**src/rtl/patch_remap_override.sv**
```systemverilog
// Programmable control-bus remap with triggered, time-limited masked overrides.
// Configuration streams serially into a shadow register and is committed only while idle.
module patch_remap_override #(
   parameter int W      = 38,
   parameter int M      = 4,
   parameter int IDXW   = 6,
   parameter int HOLD_W = 8,
   localparam int CFG_BITS = W*IDXW + M*(2*W + HOLD_W),
   localparam int AW       = (M > 1) ? $clog2(M) : 1
) (
   input  logic          clk,
   input  logic          rst,
   input  logic          bitstreamSerialIn,
   input  logic          bitstreamValid,
   input  logic          cfgCommit,
   input  logic [M-1:0]  trigger,
   input  logic [W-1:0]  qIn,
   output logic [W-1:0]  qOut,
   output logic          overrideActive,
   output logic [AW-1:0] activeIdx,
   output logic          cfgApplied
);

   typedef enum logic [0:0] {sIdle, sHold} stateT;

   localparam logic [IDXW:0] selLimit = (IDXW+1)'(W);

   logic [CFG_BITS-1:0] shadow;
   logic                commitPending;
   logic [IDXW-1:0]     sel   [W];
   logic [W-1:0]        mask  [M];
   logic [W-1:0]        value [M];
   logic [HOLD_W-1:0]   hold  [M];

   stateT             state, stateNext;
   logic [HOLD_W-1:0] cnt, cntNext;
   logic [AW-1:0]     idxNext;
   logic              ovrNext;

   logic          anyQual;
   logic [AW-1:0] firstIdx;
   logic          doCommit;

   logic [W-1:0] selValid;
   logic [W-1:0] qInt;
   logic [W-1:0] qOvr;

   // Lowest-index trigger whose record is enabled (non-zero hold)
   always_comb begin
      anyQual  = 1'b0;
      firstIdx = '0;
      for (int k = M-1; k >= 0; k--) begin
         if (trigger[k] && (hold[k] != '0)) begin
            anyQual  = 1'b1;
            firstIdx = AW'(k);
         end
      end
   end

   assign doCommit = commitPending && (state == sIdle) && !bitstreamValid && !anyQual;

   always_comb begin
      stateNext = state;
      cntNext   = cnt;
      idxNext   = activeIdx;
      ovrNext   = overrideActive;
      case (state)
         sIdle: begin
            if (anyQual) begin
               stateNext = sHold;
               cntNext   = hold[firstIdx];
               idxNext   = firstIdx;
               ovrNext   = 1'b1;
            end
         end
         sHold: begin
            // Preempt/extend wins over the exit on the final cycle
            if (anyQual && (firstIdx <= activeIdx)) begin
               cntNext = hold[firstIdx];
               idxNext = firstIdx;
            end else if (cnt == HOLD_W'(1)) begin
               stateNext = sIdle;
               cntNext   = '0;
               idxNext   = '0;
               ovrNext   = 1'b0;
            end else begin
               cntNext = cnt - HOLD_W'(1);
            end
         end
         default: begin
            stateNext = sIdle;
            cntNext   = '0;
            idxNext   = '0;
            ovrNext   = 1'b0;
         end
      endcase
   end

   always_ff @(posedge clk or posedge rst) begin
      if (rst) begin
         state          <= sIdle;
         cnt            <= '0;
         activeIdx      <= '0;
         overrideActive <= 1'b0;
      end else begin
         state          <= stateNext;
         cnt            <= cntNext;
         activeIdx      <= idxNext;
         overrideActive <= ovrNext;
      end
   end

   always_ff @(posedge clk or posedge rst) begin
      if (rst) begin
         shadow        <= '0;
         commitPending <= 1'b0;
         cfgApplied    <= 1'b0;
         for (int i = 0; i < W; i++) sel[i] <= IDXW'(i);
         for (int k = 0; k < M; k++) begin
            mask[k]  <= '0;
            value[k] <= '0;
            hold[k]  <= '0;
         end
      end else begin
         cfgApplied <= doCommit;
         if (bitstreamValid) shadow <= {shadow[CFG_BITS-2:0], bitstreamSerialIn};
         if (doCommit)       commitPending <= 1'b0;
         else if (cfgCommit) commitPending <= 1'b1;
         if (doCommit) begin
            for (int i = 0; i < W; i++) sel[i] <= shadow[i*IDXW +: IDXW];
            for (int k = 0; k < M; k++) begin
               mask[k]  <= shadow[W*IDXW + k*(2*W+HOLD_W)       +: W];
               value[k] <= shadow[W*IDXW + k*(2*W+HOLD_W) + W   +: W];
               hold[k]  <= shadow[W*IDXW + k*(2*W+HOLD_W) + 2*W +: HOLD_W];
            end
         end
      end
   end

   // Forward permutation; out-of-range sources read as zero
   always_comb begin
      selValid = '0;
      qInt     = '0;
      for (int i = 0; i < W; i++) begin
         selValid[i] = ({1'b0, sel[i]} < selLimit);
         qInt[i]     = selValid[i] ? qIn[sel[i]] : 1'b0;
      end
   end

   assign qOvr = overrideActive ? ((qInt & ~mask[activeIdx]) | (value[activeIdx] & mask[activeIdx]))
                                : qInt;

   // Inverse permutation: descending loop so the lowest source index wins
   always_comb begin
      qOut = qIn;
      for (int i = W-1; i >= 0; i--) begin
         if (selValid[i]) qOut[sel[i]] = qOvr[i];
      end
   end

endmodule

```
**config.mk**
```make
export PLATFORM = sky130hd
export DESIGN_NAME = patch_remap_override
export DESIGN_NICKNAME = d
export VERILOG_FILES = /design/src/rtl/patch_remap_override.sv
export SDC_FILE = /design/constraint.sdc
export NUM_CORES = 2
export LEC_CHECK = 0
export ABC_AREA = 1
export BUFFER_PORTS_ARGS = -buffer_cell sky130_fd_sc_hd__buf_2
export CAP_MARGIN = 25
export CORE_MARGIN = 2
export CORE_UTILIZATION = 25
export DETAILED_ROUTE_END_ITERATION = 16
export GPL_TIMING_DRIVEN = 0
export PLACE_DENSITY = 0.35
export SLEW_MARGIN = 15
export SYNTH_ARGS = -nofsm -noshare
export SYNTH_HDL_FRONTEND = slang
export SYNTH_SLANG_ARGS = --single-unit
```
**constraint.sdc**
```tcl
create_clock -name clk -period 101.2 [get_ports clk]
set_clock_uncertainty 0.2 [all_clocks]
set_input_delay 0 -clock clk [delete_from_list [all_inputs] [get_ports clk]]
set_output_delay 0 -clock clk [all_outputs]
set_load 0.03 [all_outputs]
```
# After elaboration in Yosys (flattened, before gate mapping)
# Index checks and enable logic that the tools add are counted.
[word_totals]
regBits = 1142
in_bits = 47
out_inout_bits = 42
word_cells = 544
[op_classes]
n_addsub = 1
order_cmp = 117
n_eq_ne = 5
muxes = 302
n_bitwise = 7
n_reduce_logical = 55
[op_table]
columns = ["op", "n"]
rows = [
  ["$mux W38", 43],
  ["$bwmux W38", 38],
  ["$lt A6 B7 Y1 const B", 38],
  ["$bmux W1 S6", 38],
  ["$demux W1 S6", 38],
  ["$ge A6 B1 Y1 const B", 38],
  ["$lt A6 B6 Y1 const B", 38],
  ["$bmux W38 S2", 2],
  ["$mux W1", 126],
  ["$and A38 B38 Y38", 2],
  ["$logic_and A1 B1 Y1", 46],
  ["$mux W8", 5],
  ["$not A38 Y38", 1],
  ["$or A38 B38 Y38", 1],
  ["$reduce_bool A8 Y1", 4],
  ["$bmux W8 S2", 1],
  ["$pmux W8 S2", 1],
  ["$mux W2", 7],
  ["$eq A8 B1 Y1 const B", 1],
  ["$sub A8 B1 Y8 const B", 1],
  ["$ge A3 B3 Y1 const B", 2],
  ["$not A2 Y3", 2],
  ["$ne A2 B2 Y1 const B", 2],
  ["$pmux W1 S2", 2],
  ["other kinds (9)", 10],
]

# Longest topological paths before layout
[depth]
depth_word = 84
ltp_mapped = 53
mapped_depth_nobuf = 49

# Worst setup path before layout
# OpenSTA, ideal clock, no wires.
[synth_path]
kind = "register to output"
from = "reg activeIdx[0]"
to = "out qOut[26]"
arrival_time_ns = 3.817
required_time_ns = 101.000
setup_slack_ns = 97.183
path_stages_with_launch = 20
path_buffers = 10
path_cell_list = "dfrtp_1 inv_1 buf_2 buf_4 buf_4 buf_4 buf_2 buf_4 buf_2 clkbuf_1 nor2_1 o21ai_0 nand2_1 o21ai_0 nand2_1 o21ai_0 buf_2 clkbuf_1 a32oi_1 a21oi_1"
[synth_between]
elab_chain_len = 84
elab_cells_between_ends = 88
classes_between = "mux (83); bitwise (5)"
[synth_lines]
columns = ["item", "line", "rtl"]
rows = [
  ["start, declared", "20", "output logic [AW-1:0] activeIdx,"],
  ["start signal, assigned", "108", "activeIdx <= idxNext;"],
  ["$not A2 Y3 (implied by the code) *", "150", "assign qOvr = overrideActive ? ((qInt & ~mask[activeIdx]) | (value[activeIdx] & mask[activeIdx]))"],
  ["$bmux W38 S2", "150", ""],
  ["$mux W38 (implied by the code) (2 in series)", "150", ""],
  ["$not A38 Y38", "150", ""],
  ["$and A38 B38 Y38", "150", ""],
  ["$or A38 B38 Y38 *", "150", ""],
  ["$mux W38 *", "150", ""],
  ["$bwmux W38", "157", "if (selValid[i]) qOut[sel[i]] = qOvr[i];"],
  ["[67 not listed]", "-", ""],
  ["$bwmux W38", "157", ""],
  ["$mux W38", "157", ""],
  ["$bwmux W38", "157", ""],
  ["$mux W38", "157", ""],
  ["$bwmux W38", "157", ""],
  ["$mux W38", "157", ""],
  ["$bwmux W38", "157", ""],
  ["$mux W38 *", "157", ""],
  ["end, declared", "18", "output logic [W-1:0] qOut,"],
]
# Every way passes the cells marked *; elsewhere a longest branch is shown, timed or not. The select of a mux whose other input is x is not followed.

# Worst setup path in the final report
[layout_path]
from = "reg activeIdx[1]"
to = "out qOut[14]"
# Same word-level chain as after synthesis.

==> metrics.md <==
| Metric | Value |
|---|---|
| Die X | 578.4 um |
| Clock sinks | 1142 |
| Drt pass-1 iters | 9 |
| Fraction of synthesized area in multiplexers | 0.1244% |
| Most crowded layer after global routing | met2 |
| Post-Syn Nets | 13050 |
| Setup TNS | 0 ns |
| Fin crit period | 9.229 ns |
| Dominant synthesized flop cell | dfrtp_1 |
| WL/cell | 30.91 um |
| Slowest CP cell | nand3_1 |
| CTS tree | done |
| Post-CTS sizing | 0 |
| Leakage | 0.04164 uW |
| Setup crit start kind | flop |
| Maximum operating frequency | 108.4 MHz |
| Synth Area in Compound Gates | 24.79% |
| CP Capture Type | primary output |
| Via/cell ratio | 5.448 |
| Max VDD drop | 0.01255 mV |
| Row cnt | 210 |
| DR vias | approximately 100000 |
| Post-Route WL | about 550000 um |
| Cells after Synth | 12999 |
| Seq/Total Area, Yosys | 34.78% |
| Post-synthesis register bit count | 1142 |
| Met1 Use GR | a little over two fifths |
| CP required | a little over 100 ns |
| Clock transition at path regs | 0.06 ns |
| Number of global-route vias before repair | 91578 |
| Routed Antenna Nets | 0 |
| Share of layout cells above drive strength 1 | 9.105% |
| Total die area | 334600 um2 |
| Largest cells by area after synthesis | dfrtp_1 (32%), nand2_1 (16%), inv_1 (8.2%), o21ai_0 (8.0%), nor2_1 (6.4%) |
| I/O Pins | 89 |
| Yosys warnings | 0 |
| Max stage delay on crit path | ~0.8 ns |
| Placer congestion estimate | 0.9984 |
| Pwr dens | 20.79 nW/um2 |
| Rel. slew slack | 14.68% |
| Reg2reg end | sel[0] |
| Worst-path maximum fanout | 10 |
| Final setup violation count | 0 |
| Met2 Usage GRT | 48.53% |
| Initial antenna violation count | 61 |
| Starting Density | 25.16% |
| Final hold vios | 0 |
| CTS root buffer | clkbuf_16 |
| H-tree levels | 4 |
| Top cell family by delay on the critical path | simple AND/OR/NAND/NOR gates |
| CP Depth | 45 |
| Share of the synthesized area in the top cell type | about a third |
| Min-Delay Path Class | input port to asynchronous set/reset pin |
| M3 GR Usage | 7.125% |
| Layout area overhead | 16.46% |
| Detailed Place HPWL | 432900 um |
| Reg2reg path depth | 13 |
| Max clock buf depth | 4 |
| Worst-margin pin slew | between 1 and 1.5 ns |
| Number of max-cap violations | 0 |
| Die H | between 500 and 600 um |
| Post-synth EDFFs | 0 |
| Largest family of logic cells by synthesized area | simple AND/OR/NAND/NOR gates |
| Footprint of the multi-input gates | roughly 43000 um2 |
| Async set-or-reset flop fraction in the synthesized netlist | 100.0% |
| Reg-to-reg startpoint | hold[21] |
| Syn avg cell area | ~6.3 um2 |
| # fillers | 36787 |
| Core Region | roughly 330000 um2 |
| Most frequent CP cell | nand2_1 |
| PortBufs | 72 |
| Area leader, netlist | dfrtp_1 |
| Final slew viol count | 0 |
| Kind of critical path | flop to primary output |
| Total power | 1998 uW |
| Synth Area in Simple Gates | 26.96% |
| Register Area | 28700 um2 |
| Synth Area in XOR/XNOR | 0.06370% |
| Largest net degree at the start of global routing | between 100 and 150 |
| DRC | 0 |
| Status | complete, no violations |
| Period utilization | 9.119% |
| Num CTS Buffers | 150 |
| WP data arrival | between 9 and 10 ns |
| GRT Util Overall | 31.97% |
| Fraction of the mapped netlist area in adder cells | 0.06067% |
| Clk_lat worst skew | 0.88 ns |
| Syn Std Cell Area | slightly above 80000 um2 |
| R2R Setup Slk | 94.50 ns |
| Post-synth top cells | nand2_1 (3517), inv_1 (1811), nor2_1 (1413) |
| Yosys cell types | 57 |
| Total congestion overflow | 0 |
| Worst path bufs/invs | 3 |
| Nets | about 13000 |
| Initial DRC count | 13546 |
| Unrepaired setup endpoints after global routing | no |
| Wire length of the first global-routing pass | about 750000 um |
| Count leader, synth | nand2_1 |
| Hold Slack | 0.09553 ns |
-- metal layers --
metal,wire (um),vias to the layer above
li1,-,43608
met5,164,-
met3,47920,1106
met2,237100,5089
met1,242000,47658
met4,25950,24
-- per-stage QoR --
step | instances | worst slack (ns) | area (um2) | util, %
after floorplan | 12999 | 68.99 | 82500 | -
after global placement | 17417 | 52.67 | 88290 | 26.93
after detailed placement | 17567 | 93.15 | 90890 | 27.72
after CTS | 17846 | 92.22 | 95910 | 29.25
after global routing | 17859 | 91.81 | 95990 | 29.27
final | 17894 | 91.97 | 96070 | 29.30
-- report_power, final --
group | internal (uW) | switching, uW | leakage (uW)
clock | 315 | 234 | 0.00238
combinational | 196 | 646 | 0.0259
sequential | 541 | 65.7 | 0.0133
-- sequential cells by signal (all words and copies together), names as in the netlist --
signal	cells
state	1
activeIdx	2
sel	228
cnt	8
cfgApplied	1
mask	152
shadow	564
value	152
commitPending	1
overrideActive	1
hold	32
-- cells in the final DEF, fill, tap and decap left out, types with 237 or more instances in the layout --
cell type,count
nand2_1,3517
inv_1,1810
nor2_1,1413
o21ai_0,1310
dfrtp_1,1048
a21oi_1,740
o22ai_1,612
clkbuf_1,374
nand3_1,304
buf_2,293
nor3_1,237
-- worst max-delay path by stage --
| stage | to | start |
|---|---|---|
| CTS | qOut[22] | activeIdx[1] |
| detailed placement | qOut[22] | activeIdx[1] |
| global route | qOut[22] | activeIdx[1] |
| finish | qOut[14] | activeIdx[1] |
| floorplan | activeIdx[0] | rst |
| global placement | shadow[57] | rst |
-- worst reg2reg max path: stages (launching register included) --
cell,delay (ns)
dfrtp_1,0.43
or4_1,0.56
o21ai_0,0.27
nand2_1,0.09
dlygate4sd3_1,0.58
nor2_1,0.14
dlygate4sd3_1,0.64
nand2_1,0.29
nor3_1,0.31
clkbuf_1,0.65
clkbuf_1,0.89
clkbuf_1,0.70
nand2_1,0.62
o21ai_0,0.28
-- final cells by class --
cell class	count	share of cell area, %
flip-flops and latches	1142	29.87
clock buffers	223	4.537
clock inverters	42	0.5444
multi-input cells	9112	45.17
plain buffers	686	3.387
well taps	4346	5.660
inverters	2059	8.052
diodes	39	0.1016
repair buffers	245	2.681
-- repair_timing --
item | in CTS | in global routing
endpoints found under the hold margin | 689 | 0
buffers inserted | 0 | 0
hold buffers | 14 | 0
-- cells by family after synthesis --
kind of cell	count (synthesis)
AND/OR/NAND/NOR	5629
buffers and inverters	2745
multiplexers	10
XOR/XNOR	6
AO/OA/AOI/OAI	3463
flip-flops	1142
adder cells (fa/ha/maj)	4
No activity file was read; power rests on OpenSTA's default activity.
